==> config.mk <==
export PLATFORM = sky130hd
export DESIGN_NAME = color_manager_config_arbiter_flat
export DESIGN_NICKNAME = d
export VERILOG_FILES = /design/src/rtl/color_manager_config_arbiter_if.sv /design/src/rtl/color_manager_config_arbiter.sv /design/src/flat_wrapper.sv
export SDC_FILE = /design/constraint.sdc
export NUM_CORES = 1
export LEC_CHECK = 0
export ABC_CLOCK_PERIOD_IN_PS = 1100
export CORE_ASPECT_RATIO = 1.75
export CORE_MARGIN = 2
export CORE_UTILIZATION = 39
export DETAILED_ROUTE_END_ITERATION = 6
export PLACE_DENSITY_LB_ADDON = 0.08
export SYNTH_ARGS = -nofsm -noshare
export SYNTH_HDL_FRONTEND = slang
export SYNTH_SLANG_ARGS = --single-unit
==> constraint.sdc <==
create_clock -name Clk -period 1.1 [get_ports Clk]
set_input_delay 0.165 -clock Clk [delete_from_list [all_inputs] [get_ports Clk]]
set_output_delay 0.165 -clock Clk [all_outputs]
set_load 0.005 [all_outputs]
==> src/rtl/color_manager_config_arbiter_if.sv <==
// Config bus bundle for the Color Manager config arbiter: two requester ports,
// one target port and status flags. slave = arbiter side, master = environment side.
interface color_manager_config_arbiter_if #(
    parameter int unsigned C_ADDR_WIDTH = 4,
    parameter int unsigned C_DATA_WIDTH = 14
);
    logic [C_ADDR_WIDTH-1:0] R0_Addr;
    logic [C_DATA_WIDTH-1:0] R0_Data;
    logic                    R0_Valid;
    logic                    R0_Rdy;
    logic [C_ADDR_WIDTH-1:0] R1_Addr;
    logic [C_DATA_WIDTH-1:0] R1_Data;
    logic                    R1_Valid;
    logic                    R1_Rdy;
    logic [C_ADDR_WIDTH-1:0] T_Addr;
    logic [C_DATA_WIDTH-1:0] T_Data;
    logic                    T_Valid;
    logic                    T_Rdy;
    logic                    Grant_Id;
    logic                    Busy;
    logic [1:0]              Overrun_Valid;
    logic                    Timeout_Valid;
    logic                    Timeout_Id;

    modport slave (
        input  R0_Addr, R0_Data, R0_Valid,
        input  R1_Addr, R1_Data, R1_Valid,
        input  T_Rdy,
        output R0_Rdy, R1_Rdy,
        output T_Addr, T_Data, T_Valid,
        output Grant_Id, Busy, Overrun_Valid, Timeout_Valid, Timeout_Id
    );

    modport master (
        output R0_Addr, R0_Data, R0_Valid,
        output R1_Addr, R1_Data, R1_Valid,
        output T_Rdy,
        input  R0_Rdy, R1_Rdy,
        input  T_Addr, T_Data, T_Valid,
        input  Grant_Id, Busy, Overrun_Valid, Timeout_Valid, Timeout_Id
    );
endinterface

==> src/rtl/color_manager_config_arbiter.sv <==
// Two-requester round-robin arbiter onto the single Color Manager config bus.
// Optional target-stall timeout abort is enabled by defining CM_ARB_TIMEOUT_EN.
module color_manager_config_arbiter #(
    parameter int unsigned C_ADDR_WIDTH      = 4,
    parameter int unsigned C_DATA_WIDTH      = 14,
    parameter int unsigned TIMEOUT_CYCLES    = 1024,
    parameter int unsigned TIMEOUT_CNT_WIDTH = 11
) (
    input logic                           Clk,
    input logic                           Rst,
    color_manager_config_arbiter_if.slave bus
);

    localparam logic [0:0] ST_IDLE  = 1'b0;
    localparam logic [0:0] ST_ISSUE = 1'b1;

    if (64'(TIMEOUT_CYCLES) >= (64'd1 << TIMEOUT_CNT_WIDTH)) begin : g_bad_timeout_cfg
        $error("TIMEOUT_CNT_WIDTH too small for TIMEOUT_CYCLES");
    end

    logic [0:0]              state, state_nxt;
    logic                    slot0_full, slot0_full_nxt;
    logic                    slot1_full, slot1_full_nxt;
    logic [C_ADDR_WIDTH-1:0] slot0_addr, slot0_addr_nxt;
    logic [C_DATA_WIDTH-1:0] slot0_data, slot0_data_nxt;
    logic [C_ADDR_WIDTH-1:0] slot1_addr, slot1_addr_nxt;
    logic [C_DATA_WIDTH-1:0] slot1_data, slot1_data_nxt;
    logic [C_ADDR_WIDTH-1:0] t_addr, t_addr_nxt;
    logic [C_DATA_WIDTH-1:0] t_data, t_data_nxt;
    logic                    t_valid, t_valid_nxt;
    logic                    grant_id, grant_id_nxt;
    logic                    last_grant, last_grant_nxt;
    logic [1:0]              overrun, overrun_nxt;
    logic                    pick_c;
    logic                    transfer_c;
    logic                    abort_c;
    logic                    done_c;

`ifdef CM_ARB_TIMEOUT_EN
    localparam logic [TIMEOUT_CNT_WIDTH-1:0] TMO_LAST = TIMEOUT_CNT_WIDTH'(TIMEOUT_CYCLES - 1);

    logic [TIMEOUT_CNT_WIDTH-1:0] tmo_cnt, tmo_cnt_nxt;
    logic                         tmo_valid, tmo_valid_nxt;
    logic                         tmo_id, tmo_id_nxt;

    assign abort_c = (state == ST_ISSUE) && !bus.T_Rdy && (tmo_cnt == TMO_LAST);
`else
    assign abort_c = 1'b0;
`endif

    // Only one slot full -> that one; both full -> the one not granted last.
    assign pick_c     = (slot0_full && slot1_full) ? ~last_grant : slot1_full;
    assign transfer_c = (state == ST_ISSUE) && bus.T_Rdy;
    assign done_c     = transfer_c || abort_c;

    // Next-state, slot and target-bus logic
    always_comb begin
        state_nxt      = state;
        slot0_full_nxt = slot0_full;
        slot1_full_nxt = slot1_full;
        slot0_addr_nxt = slot0_addr;
        slot0_data_nxt = slot0_data;
        slot1_addr_nxt = slot1_addr;
        slot1_data_nxt = slot1_data;
        t_addr_nxt     = t_addr;
        t_data_nxt     = t_data;
        t_valid_nxt    = t_valid;
        grant_id_nxt   = grant_id;
        last_grant_nxt = last_grant;
        overrun_nxt    = 2'b00;
`ifdef CM_ARB_TIMEOUT_EN
        tmo_cnt_nxt    = tmo_cnt;
        tmo_valid_nxt  = 1'b0;
        tmo_id_nxt     = tmo_id;
`endif

        case (state)
            ST_IDLE: begin
                if (slot0_full || slot1_full) begin
                    state_nxt      = ST_ISSUE;
                    t_valid_nxt    = 1'b1;
                    grant_id_nxt   = pick_c;
                    last_grant_nxt = pick_c;
                    t_addr_nxt     = pick_c ? slot1_addr : slot0_addr;
                    t_data_nxt     = pick_c ? slot1_data : slot0_data;
`ifdef CM_ARB_TIMEOUT_EN
                    tmo_cnt_nxt    = '0;
`endif
                end
            end
            ST_ISSUE: begin
                if (done_c) begin
                    state_nxt   = ST_IDLE;
                    t_valid_nxt = 1'b0;
                end
`ifdef CM_ARB_TIMEOUT_EN
                if (abort_c) begin
                    tmo_valid_nxt = 1'b1;
                    tmo_id_nxt    = grant_id;
                end else if (!bus.T_Rdy) begin
                    tmo_cnt_nxt = tmo_cnt + TIMEOUT_CNT_WIDTH'(1);
                end
`endif
            end
            default: begin
                state_nxt   = ST_IDLE;
                t_valid_nxt = 1'b0;
            end
        endcase

        // A slot being cleared this edge still counts as full for new requests.
        if (done_c && !grant_id) slot0_full_nxt = 1'b0;
        if (done_c &&  grant_id) slot1_full_nxt = 1'b0;

        if (bus.R0_Valid) begin
            if (slot0_full) begin
                overrun_nxt[0] = 1'b1;
            end else begin
                slot0_full_nxt = 1'b1;
                slot0_addr_nxt = bus.R0_Addr;
                slot0_data_nxt = bus.R0_Data;
            end
        end
        if (bus.R1_Valid) begin
            if (slot1_full) begin
                overrun_nxt[1] = 1'b1;
            end else begin
                slot1_full_nxt = 1'b1;
                slot1_addr_nxt = bus.R1_Addr;
                slot1_data_nxt = bus.R1_Data;
            end
        end
    end

    // State and output registers, synchronous active-low reset
    always_ff @(posedge Clk) begin
        if (!Rst) begin
            state      <= ST_IDLE;
            slot0_full <= 1'b0;
            slot1_full <= 1'b0;
            slot0_addr <= '0;
            slot0_data <= '0;
            slot1_addr <= '0;
            slot1_data <= '0;
            t_addr     <= '0;
            t_data     <= '0;
            t_valid    <= 1'b0;
            grant_id   <= 1'b0;
            last_grant <= 1'b1;
            overrun    <= 2'b00;
        end else begin
            state      <= state_nxt;
            slot0_full <= slot0_full_nxt;
            slot1_full <= slot1_full_nxt;
            slot0_addr <= slot0_addr_nxt;
            slot0_data <= slot0_data_nxt;
            slot1_addr <= slot1_addr_nxt;
            slot1_data <= slot1_data_nxt;
            t_addr     <= t_addr_nxt;
            t_data     <= t_data_nxt;
            t_valid    <= t_valid_nxt;
            grant_id   <= grant_id_nxt;
            last_grant <= last_grant_nxt;
            overrun    <= overrun_nxt;
        end
    end

`ifdef CM_ARB_TIMEOUT_EN
    always_ff @(posedge Clk) begin
        if (!Rst) begin
            tmo_cnt   <= '0;
            tmo_valid <= 1'b0;
            tmo_id    <= 1'b0;
        end else begin
            tmo_cnt   <= tmo_cnt_nxt;
            tmo_valid <= tmo_valid_nxt;
            tmo_id    <= tmo_id_nxt;
        end
    end

    assign bus.Timeout_Valid = tmo_valid;
    assign bus.Timeout_Id    = tmo_id;
`else
    assign bus.Timeout_Valid = 1'b0;
    assign bus.Timeout_Id    = 1'b0;
`endif

    assign bus.R0_Rdy        = ~slot0_full;
    assign bus.R1_Rdy        = ~slot1_full;
    assign bus.T_Addr        = t_addr;
    assign bus.T_Data        = t_data;
    assign bus.T_Valid       = t_valid;
    assign bus.Grant_Id      = grant_id;
    assign bus.Busy          = (state == ST_ISSUE);
    assign bus.Overrun_Valid = overrun;

endmodule

==> src/flat_wrapper.sv <==
// flat-port wrapper written by rule: the top's interface ports become plain ports
module color_manager_config_arbiter_flat 
#(
    parameter int unsigned C_ADDR_WIDTH      = 4,
    parameter int unsigned C_DATA_WIDTH      = 14,
    parameter int unsigned TIMEOUT_CYCLES    = 1024,
    parameter int unsigned TIMEOUT_CNT_WIDTH = 11
)
  (Clk, Rst, bus_R0_Addr, bus_R0_Data, bus_R0_Valid, bus_R1_Addr, bus_R1_Data, bus_R1_Valid, bus_T_Rdy, bus_R0_Rdy, bus_R1_Rdy, bus_T_Addr, bus_T_Data, bus_T_Valid, bus_Grant_Id, bus_Busy, bus_Overrun_Valid, bus_Timeout_Valid, bus_Timeout_Id);
  color_manager_config_arbiter_if #(.C_ADDR_WIDTH(C_ADDR_WIDTH), .C_DATA_WIDTH(C_DATA_WIDTH)) bus_i ();
  input logic Clk;
  input logic Rst;
  input wire logic [$bits(bus_i.R0_Addr)-1:0] bus_R0_Addr;
  input wire logic [$bits(bus_i.R0_Data)-1:0] bus_R0_Data;
  input wire logic [$bits(bus_i.R0_Valid)-1:0] bus_R0_Valid;
  input wire logic [$bits(bus_i.R1_Addr)-1:0] bus_R1_Addr;
  input wire logic [$bits(bus_i.R1_Data)-1:0] bus_R1_Data;
  input wire logic [$bits(bus_i.R1_Valid)-1:0] bus_R1_Valid;
  input wire logic [$bits(bus_i.T_Rdy)-1:0] bus_T_Rdy;
  output wire logic [$bits(bus_i.R0_Rdy)-1:0] bus_R0_Rdy;
  output wire logic [$bits(bus_i.R1_Rdy)-1:0] bus_R1_Rdy;
  output wire logic [$bits(bus_i.T_Addr)-1:0] bus_T_Addr;
  output wire logic [$bits(bus_i.T_Data)-1:0] bus_T_Data;
  output wire logic [$bits(bus_i.T_Valid)-1:0] bus_T_Valid;
  output wire logic [$bits(bus_i.Grant_Id)-1:0] bus_Grant_Id;
  output wire logic [$bits(bus_i.Busy)-1:0] bus_Busy;
  output wire logic [$bits(bus_i.Overrun_Valid)-1:0] bus_Overrun_Valid;
  output wire logic [$bits(bus_i.Timeout_Valid)-1:0] bus_Timeout_Valid;
  output wire logic [$bits(bus_i.Timeout_Id)-1:0] bus_Timeout_Id;
  assign bus_i.R0_Addr = bus_R0_Addr;
  assign bus_i.R0_Data = bus_R0_Data;
  assign bus_i.R0_Valid = bus_R0_Valid;
  assign bus_i.R1_Addr = bus_R1_Addr;
  assign bus_i.R1_Data = bus_R1_Data;
  assign bus_i.R1_Valid = bus_R1_Valid;
  assign bus_i.T_Rdy = bus_T_Rdy;
  assign bus_R0_Rdy = bus_i.R0_Rdy;
  assign bus_R1_Rdy = bus_i.R1_Rdy;
  assign bus_T_Addr = bus_i.T_Addr;
  assign bus_T_Data = bus_i.T_Data;
  assign bus_T_Valid = bus_i.T_Valid;
  assign bus_Grant_Id = bus_i.Grant_Id;
  assign bus_Busy = bus_i.Busy;
  assign bus_Overrun_Valid = bus_i.Overrun_Valid;
  assign bus_Timeout_Valid = bus_i.Timeout_Valid;
  assign bus_Timeout_Id = bus_i.Timeout_Id;
  color_manager_config_arbiter #(.C_ADDR_WIDTH(C_ADDR_WIDTH), .C_DATA_WIDTH(C_DATA_WIDTH), .TIMEOUT_CYCLES(TIMEOUT_CYCLES), .TIMEOUT_CNT_WIDTH(TIMEOUT_CNT_WIDTH)) u_core (.Clk(Clk), .Rst(Rst), .bus(bus_i));
endmodule
=== Word level (Yosys, flattened, before mapping) ===
Cells that the tools add are included.

* Flip-flop bits (word level): 62
* Input bits: 41
* Output and inout port bits: 27

* Equal/unequal tests: 2
* Multiplexer cells: 17
* Bitwise operators: 4
* Reduce and logical (&&, ||, !) cells: 12

{| class="wikitable"
|+ Operators with widths
! operator !! number
|-
| two-way mux 14 bit || 1
|-
| two-way mux 1 bit || 13
|-
| AND reduction 2 bit || 6
|-
| logical AND 1 bit || 4
|-
| two-way mux 4 bit || 1
|-
| inverter 1 bit || 4
|-
| one-hot mux 1 bit (2 select lines) || 2
|-
| inequality test 2 x 1 -> 1 bit, second input constant || 1
|-
| inequality test 2 bit, second input constant || 1
|-
| zero test 1 bit || 1
|-
| logical OR 1 bit || 1
|}

=== Depth between registers and ports, before layout ===
Gate-level depths: netlist of run 1.

* Word-level depth: 5
* Depth in mapped cells: 6

=== Worst setup path after synthesis of run 1 ===
Ideal clock, no wire load.

* Path type: reg-to-reg
* From: register u_core.slot0_full
* To: register u_core.t_valid, in the netlist u_core.bus.T_Valid
* Library setup time: 0.116 ns
* Arrival: 1.041 ns
* Required time: 0.984 ns
* Slack: -0.057 ns
* Stages on the path, launching flop included: 6
* Path buffers: 3
* Cells stage by stage: dfxtp_1 -> buf_4 -> o21ba_1 -> buf_6 -> buf_6 -> o211a_1

* Cells in the longest elaborated chain, start to end: 3

{| class="wikitable"
|+ RTL lines
! what !! line !! source
|-
| from (decl) || color_manager_config_arbiter.sv:22 || <nowiki>logic slot0_full, slot0_full_nxt;</nowiki>
|-
| from (signal assigned) || color_manager_config_arbiter.sv:153 || <nowiki>slot0_full <= slot0_full_nxt;</nowiki>
|-
| logical OR 1 bit || color_manager_config_arbiter.sv:79 || <nowiki>if (slot0_full || slot1_full) begin</nowiki>
|-
| inequality test 2 x 1 -> 1 bit (no line) || -- ||
|-
| AND reduction 2 bit (no line) || -- ||
|-
| to (signal assigned) || color_manager_config_arbiter.sv:161 || <nowiki>t_valid <= t_valid_nxt;</nowiki>
|-
| to (decl) || color_manager_config_arbiter.sv:30 || <nowiki>logic t_valid, t_valid_nxt;</nowiki>
|}

Every way passes these cells.
A chain may end at the register's enable or synchronous reset.

=== Final worst setup path of run 1 ===
* From: register u_core.slot0_full
* To: register u_core.t_data[6], in the netlist u_core.bus.T_Data[6]

* Cells in the longest elaborated chain, start to end: 3
* Elaborated cells between the ends (all ways): 5
* Classes of those cells: 2 x mux; 3 x reduce/logical

{| class="wikitable"
|+ RTL lines
! what !! line !! source
|-
| logical AND 1 bit || color_manager_config_arbiter.sv:52 || <nowiki>assign pick_c = (slot0_full && slot1_full) ? ~last_grant : slot1_full;</nowiki>
|-
| two-way mux 1 bit || color_manager_config_arbiter.sv:52 ||
|-
| two-way mux 14 bit || color_manager_config_arbiter.sv:85 || <nowiki>t_data_nxt = pick_c ? slot1_data : slot0_data;</nowiki>
|-
| to (signal assigned) || color_manager_config_arbiter.sv:160 || <nowiki>t_data <= t_data_nxt;</nowiki>
|-
| to (decl) || color_manager_config_arbiter.sv:29 || <nowiki>logic [C_DATA_WIDTH-1:0] t_data, t_data_nxt;</nowiki>
|}

Parallel ways exist; a longest one is shown, timed or not.

==> metrics.txt, run 1 <==
fin nets 412; final setup fails 27; Post-Layout Cell Count 456; largest family of logic cells by synthesized area compound AO/OA/AOI/OAI gates; commonest non-fill, non-tap cells in the layout nand2_1 (80), dfxtp_1 (51), clkdlybuf4s50_1 (39); Worst Setup Slack post-DPL -0.290 ns; DIE WIDTH 64.1 um; Register-to-Register Path Depth 4; CP Class register to register; post-route ant nets 0; GRT Residual Overflow 0; average size of a mapped cell 8.46 um^2; Iter 0 DRT Violations 96; global-route wire length before repair 10.7 mm; routed len/inst 15.1 um; status finished, violations left; PortBufs 65; hold path depth 3; FP Rows 38; I/O Pins 68; commonest non-fill, non-tap cell in the layout nand2_1; max incr delay on CP 0.41 ns; Leakage Power 1.57 nW; Initial Utilization 40.1%; Post-Synth XOR/XNOR Area 0%; met2 wire length 3.83 mm; Synth Area in Adders 0%; CP arrival 1.37 ns; antenna violations before repair 0; final-report hold violation count 0; cell family with most CP delay compound AO/OA/AOI/OAI gates; CTS Hold Buffers Added 0; chip height 109 um; r2r setup slk -0.03 ns; DP Area 3240 um^2; failing checks setup timing; Syn Inst Count 291; Seq cells post-synth 62; WP data required 1.35 ns; Tmin final 1.13 ns; simple logic cell fraction of the synthesized area 18.4%; reg2reg end u_core.bus.T_Data[6]; DP HPWL 4.31 mm; Clock Path Buffers 2; worst hold path type primary input to register; yosys warns 0; total CTS buffers 9; largest net degree at the start of global routing 53; ANT cells 0; CTS Sinks 62; root buffer cell clkbuf_8; RD Place Congestion 0.747; post-synth cell types 25; Clock Latency Late Sink 0.33 ns; Critical Path Slowest Stage Cell dfxtp_4; RR Startpoint u_core.slot0_full; Metal-1 WL 2.64 mm; overall via count from detail_route 2273; CTS clk-pin slew, worst paths 0.07 ns; mux contribution to synthesized area 0%; htree depth 3; Fin Clk Skew 0.00573 ns; final instance area 3800 um^2; startpoint types register; period utilization 102%; crit-path cells o21ba_4 -> buf_12 -> o21ai_1 -> a31oi_1; mapped cell area 2460 um^2; Total GRT Usage 20.9%; compound-gate portion of the synthesized area 23.5%; min-delay src Rst; RSZ-0062 raised after global routing true; fmax 888 MHz; Hold Path Sink u_core.last_grant; Inst Count DP 431; fin util 61.9%; fin. max-slew vios 0; CP max FO 16; area delta synth->final 54.3%; maximum vdd drop 0.000860 V; Vias/cell 4.98; TritonCTS clock tree built; core footprint 6130 um^2; crit end category register; final setup margin -0.0262 ns; full die area 6990 um^2; drt first pass iters 4; Max Used Layer met4; final wirelength 6.88 mm; # DRC 0; met3 WL 263 um; Max-Cap Viols 0; layout cells sized above 1 25.8%; vias in the first global route 2211; final setup TNS -0.361 ns; PwrDens 1460 nW/um^2; WP buf/inv 1; Seq/Total Area, Yosys 50.4%
worst max-delay path by stage:
stage | start | to | slack (ns) | cells past startpoint
after floorplan | u_core.slot1_full | u_core.bus.T_Valid | -0.05 | 5
after global placement | bus_R1_Valid | u_core.slot1_data[7] | -0.22 | 5
after detailed placement | bus_R1_Valid | u_core.slot1_data[7] | -0.29 | 5
after CTS | u_core.slot0_full | bus_R0_Rdy | -0.10 | 2
after global routing | u_core.slot0_full | u_core.slot0_addr[1] | -0.10 | 5
final | u_core.slot0_full | u_core.bus.T_Data[6] | -0.03 | 4
cell type report:
| type | instances | area (um^2) |
|---|---|---|
| multi-input cells | 202 | 1200 |
| repair buffers | 93 | 1050 |
| fillers | 560 | 2330 |
| flip-flops and latches | 62 | 1260 |
| clock buffers | 16 | 180 |
| well taps | 80 | 100 |
| inverters | 3 | 11.3 |
Yosys cell counts (all sizes together):
cell type  number  share of area (%)
nand2         109                 17
clkbuf          6               0.91
and3            2               0.51
a21bo           1               0.41
a31oi          18                4.6
nand2b          2               0.51
a21boi         38                 12
nor2b           2               0.51
and2            1               0.25
inv             3               0.46
o311a           1               0.41
o311ai          1               0.36
o211a           1               0.41
o22ai           1               0.25
dfxtp          62                 50
a41oi           1               0.36
conb            1               0.15
o21ba           1               0.41
o21ai          21                4.3
buf            19                6.2
tightest hold or removal path: stages:
cell and delay (ns):
buf_2 0.12, buf_12 0.17, o311ai_0 0.11
logic make-up after synthesis:
family | Yosys count
compound gates | 84
simple gates | 116
buf+inv | 28
flops | 62
other cells | 1
stage by stage:
step / hold WS, ns / total power, mW
floorplan: 0.300 / 3.01
global placement: 0.440 / 3.50
detailed placement: 0.445 / 3.51
CTS: 0.258 / 5.50
global route: 0.286 / 5.79
finish: 0.271 / 5.53
power breakdown:
group | switching (mW) | internal, mW | total, mW
sequential | 0.121 | 2.43 | 2.55
clock | 0.808 | 1.01 | 1.82
combinational | 0.491 | 0.666 | 1.16
routing by layer:
layer  global-route usage, %  vias up
met1                    22.5     1073
met5                       0        -
li1                        -     1129
met4                    11.2        0
met3                    4.64       12
met2                    37.4       59
sequential cells by signal, summed over array words and instances, names as in the netlist, 2 cells and up:
register	cells
u_core.bus.T_Addr	4
u_core.slot0_data	14
u_core.slot1_data	14
u_core.slot1_addr	4
u_core.bus.Overrun_Valid	2
u_core.slot0_addr	4
u_core.bus.T_Data	14
timing repair:
item	4_1_cts	5_1_grt
setup endpoints to repair	82	64
gates resized for setup	101	54
cloned	7	1
buffers inserted	0	1
endpoints found under the hold margin	0	0
pin swaps	41	30
(Power assumes the default switching activity.)
==> run 2, diff against run 1 <==
CAP_MARGIN = 10   (was unset)
CORE_UTILIZATION = 43   (was 39)
==> metrics.txt, run 2 (same netlist as run 1, synthesis figures left out) <==
Vias/cell 5.05; core footprint 5540 um^2; overall via count from detail_route 2304; PwrDens 1490 nW/um^2; fin nets 416; status finished, violations left; cell family with most CP delay compound AO/OA/AOI/OAI gates; FP Rows 36; startpoint types register; crit end category register; final wirelength 6.93 mm; DP HPWL 4.32 mm; commonest non-fill, non-tap cells in the layout nand2_1 (62), dfxtp_1 (45), clkdlybuf4s50_1 (39); Fin Clk Skew 0.0109 ns; r2r setup slk -0.11 ns; Iter 0 DRT Violations 98; CTS Hold Buffers Added 0; layout cells sized above 1 35.5%; Total GRT Usage 22.6%; commonest non-fill, non-tap cell in the layout nand2_1; drt first pass iters 5; antenna violations before repair 0; worst hold path type primary input to register; DIE WIDTH 61.2 um; TritonCTS clock tree built; CP max FO 6; global-route wire length before repair 10.6 mm; final instance area 3990 um^2; reg2reg end u_core.bus.T_Data[8]; Min Hold Slack 0.203 ns; full die area 6370 um^2; WP data required 1.36 ns; maximum vdd drop 0.00118 V; Tmin final 1.21 ns; # DRC 0; final setup margin -0.110 ns; ANT cells 0; max incr delay on CP 0.36 ns; RD Place Congestion 0.749; min-delay src Rst; WP buf/inv 2; Clock Latency Late Sink 0.35 ns; post-route ant nets 0; vias in the first global route 2237; final setup TNS -2.02 ns; crit-path cells buf_6 -> a21boi_4 -> buf_8 -> nand2_4 -> a31oi_1; Initial Utilization 44.4%; Critical Path Slowest Stage Cell dfxtp_4; final setup fails 45; htree depth 3; CP Class register to register; fin. max-slew vios 0; CTS clk-pin slew, worst paths 0.07 ns; RSZ-0062 raised after global routing true; hold path depth 2; Hold Path Sink u_core.last_grant; PortBufs 65; area delta synth->final 61.9%; final-report hold violation count 0; Register-to-Register Path Depth 5; Leakage Power 1.66 nW; fmax 827 MHz; GRT Residual Overflow 0; Clock Path Buffers 2; routed len/inst 15.2 um; RR Startpoint u_core.slot0_full; root buffer cell clkbuf_8; Max-Cap Viols 0; CP arrival 1.47 ns; CTS Sinks 62; fin util 72.0%; chip height 104 um; DP Area 3270 um^2; period utilization 110%; I/O Pins 68; failing checks setup timing; total CTS buffers 9; largest net degree at the start of global routing 30
-- run 2: cell types whose count changed in the layout (fill, tap and decap cells not counted), sizes merged --
cell	change
dlygate4sd2	-11
clkdlybuf4s15	+9
buf	+5
bufinv	+2
clkbuf	-2
clkinv	+2
bufbuf	-1
-- run 2: worst reg2reg max path, stage by stage (launching register included) --
cell and delay (ns):
dfxtp_4 0.36, buf_6 0.13, a21boi_4 0.21, buf_8 0.19, nand2_4 0.07, a31oi_1 0.17
-- run 2: power by group --
part / total [mW] / switching, mW / internal [mW]
sequential: 2.57 / 0.136 / 2.44
combinational: 1.17 / 0.508 / 0.667
clock: 2.20 / 0.869 / 1.33
-- run 2: repair_timing --
| item | 4_1_cts | 5_1_grt |
|---|---|---|
| pin swaps | 24 | 56 |
| cloned | 4 | 4 |
| endpoints found under the setup margin | 82 | 78 |
| buffers inserted | 6 | 1 |
| resized for setup | 91 | 111 |
| endpoints found under the hold margin | 0 | 0 |
-- run 2: area by class of cell --
class	count	area (um^2)
inverters	3	11.3
flip-flops and latches	62	1270
fillers	454	1550
clock buffers	12	145
well taps	76	95.1
clock inverters	4	70.1
multi-input cells	202	1320
repair buffers	97	1080
-- run 2: worst max-delay path by stage --
stage / slack [ns] / depth (start not counted) / from / end
5_1_grt: -0.14 / 6 / u_core.slot0_full / u_core.slot0_data[6]
6_report: -0.11 / 5 / u_core.slot0_full / u_core.bus.T_Data[8]
4_1_cts: -0.09 / 6 / u_core.slot0_full / u_core.bus.T_Data[8]
3_5_place_dp: -0.28 / 5 / bus_R1_Valid / u_core.slot1_data[10]
3_3_place_gp: -0.21 / 5 / bus_R1_Valid / u_core.slot1_data[10]
2_1_floorplan: -0.05 / 5 / u_core.slot1_full / u_core.bus.T_Valid
-- run 2: per-layer routing --
| layer | vias up | GRT usage (%) | wire length (um) |
|---|---|---|---|
| met5 | - | 0 | 0 |
| met4 | 0 | 10.2 | 130 |
| met3 | 13 | 4.85 | 279 |
| met2 | 58 | 39.7 | 3990 |
| met1 | 1098 | 24.1 | 2530 |
| li1 | 1135 | - | - |
-- run 2: through the flow --
stage / std cells / setup slack [ns] / power, mW
after CTS: 453 / -0.0937 / 5.80
after detailed placement: 428 / -0.276 / 3.53
after floorplan: 292 / -0.0478 / 3.01
after global placement: 428 / -0.213 / 3.52
final: 456 / -0.110 / 5.95
after global routing: 456 / -0.144 / 6.20
==> run 3, diff against run 2 <==
REMOVE_ABC_BUFFERS = 1   (was unset)
==> metrics.txt, run 3 (same netlist as run 1, synthesis figures left out) <==
post-route ant nets 0; CTS Sinks 62; Initial Utilization 44.4%; Leakage Power 1.65 nW; final setup fails 49; min-delay src bus_R1_Valid; Vias/cell 5.13; I/O Pins 68; CTS Hold Buffers Added 0; multi-input logic area 1270 um^2; fin. max-slew vios 0; core footprint 5540 um^2; FF/Latch Area 1260 um^2; DIE WIDTH 61.2 um; startpoint types register; r2r setup slk -0.11 ns; final wirelength 7.34 mm; antenna violations before repair 0; fin nets 419; Fill cells 439; Clock Latency Late Sink 0.33 ns; largest net degree at the start of global routing 33; final setup margin -0.113 ns; DP HPWL 4.04 mm; PwrDens 1520 nW/um^2; Hold Path Sink u_core.bus.Overrun_Valid[1]; RD Place Congestion 0.732; layout cells sized above 1 32.2%; failing checks setup timing; Tmin final 1.21 ns; CP Class register to register; crit end category register; Iter 0 DRT Violations 78; full die area 6370 um^2; routed len/inst 16.0 um; commonest non-fill, non-tap cells in the layout nand2_1 (75), dfxtp_1 (51), clkdlybuf4s50_1 (38); chip height 104 um; htree depth 3; Total GRT Usage 22.9%; overall via count from detail_route 2351; period utilization 110%; Clock Path Buffers 2; root buffer cell clkbuf_8; area delta synth->final 61.7%; fmax 824 MHz; worst hold path type primary input to register; global-route wire length before repair 10.8 mm; total CTS buffers 9; WP data required 1.36 ns; Max-Cap Viols 0; Fin Clk Skew 0.00418 ns; status finished, violations left; vias in the first global route 2223; reg2reg end u_core.slot1_addr[1]; PortBufs 65; hold path depth 2; RSZ-0062 raised after global routing true; RR Startpoint u_core.slot1_full; commonest non-fill, non-tap cell in the layout nand2_1; Register-to-Register Path Depth 5; drt first pass iters 4; CTS clk-pin slew, worst paths 0.07 ns; maximum vdd drop 0.00110 V; CP max FO 5; final setup TNS -2.03 ns; Worst Setup Slack post-DPL -0.234 ns; FP Rows 36; final-report hold violation count 0; # DRC 0; GRT Residual Overflow 0; CP arrival 1.47 ns; TritonCTS clock tree built; ANT cells 0
run 3: cell count changes in the layout (fill, tap and decap cells not counted), moves of 6 or more:
cell,delta
dfxtp_1,+6
nand2_2,-7
nand2_1,+13
nand2_4,-6
clkdlybuf4s15_1,-10
dlygate4sd2_1,+13
dfxtp_2,-6
run 3: cell type report:
| class | instances | share of cell area, % |
|---|---|---|
| inverters | 3 | 0.283 |
| repair buffers | 100 | 28.1 |
| clock inverters | 4 | 1.76 |
| well taps | 76 | 2.39 |
| multi-input cells | 202 | 32.0 |
| clock buffers | 11 | 3.80 |
| flip-flops and latches | 62 | 31.6 |
run 3: where the power goes:
part,internal [mW],switching [mW]
Combinational,0.708,0.548
Sequential,2.43,0.122
Clock,1.38,0.864
Total,4.52,1.53
run 3: worst max path at each step:
stage                            from                    to  cells past startpoint
floorplan           u_core.slot0_full   u_core.bus.Grant_Id                      3
global placement         bus_R1_Valid  u_core.slot1_data[4]                      5
detailed placement       bus_R1_Valid  u_core.slot1_data[3]                      5
CTS                 u_core.slot0_full            bus_R0_Rdy                      2
global route        u_core.slot1_full  u_core.slot1_addr[0]                      5
finish              u_core.slot1_full  u_core.slot1_addr[1]                      5
run 3: timing repair:
action                                  in CTS  in global routing
gates cloned                                 6                  2
endpoints found under the setup margin      83                 69
gates resized for setup                     77                 99
pin swaps                                    2                 52
setup buffers                                6                  3
run 3: per-stage QoR:
step	total power [mW]	utilization [%]	hold WS [ns]	area, um^2	std cells
final	6.05	71.9	0.239	3980	458
after floorplan	2.89	-	0.267	2290	267
after CTS	5.92	67.0	0.253	3710	455
after global placement	3.52	59.1	0.441	3280	430
after global routing	6.30	71.9	0.245	3980	458
after detailed placement	3.53	59.1	0.446	3280	430
run 3: worst max-delay path, stage by stage, from the launching register on:
cell and delay (ns):
dfxtp_4 0.37, buf_6 0.13, nor2b_4 0.24, clkbuf_16 0.21
nand2_1 0.06, a21boi_1 0.13
run 3: routing by layer:
layer  global-route usage (%)  wire length, um
met1                     27.3             2750
met2                     37.6             4070
met3                     4.48              339
met4                     10.6              187
met5                        0                0
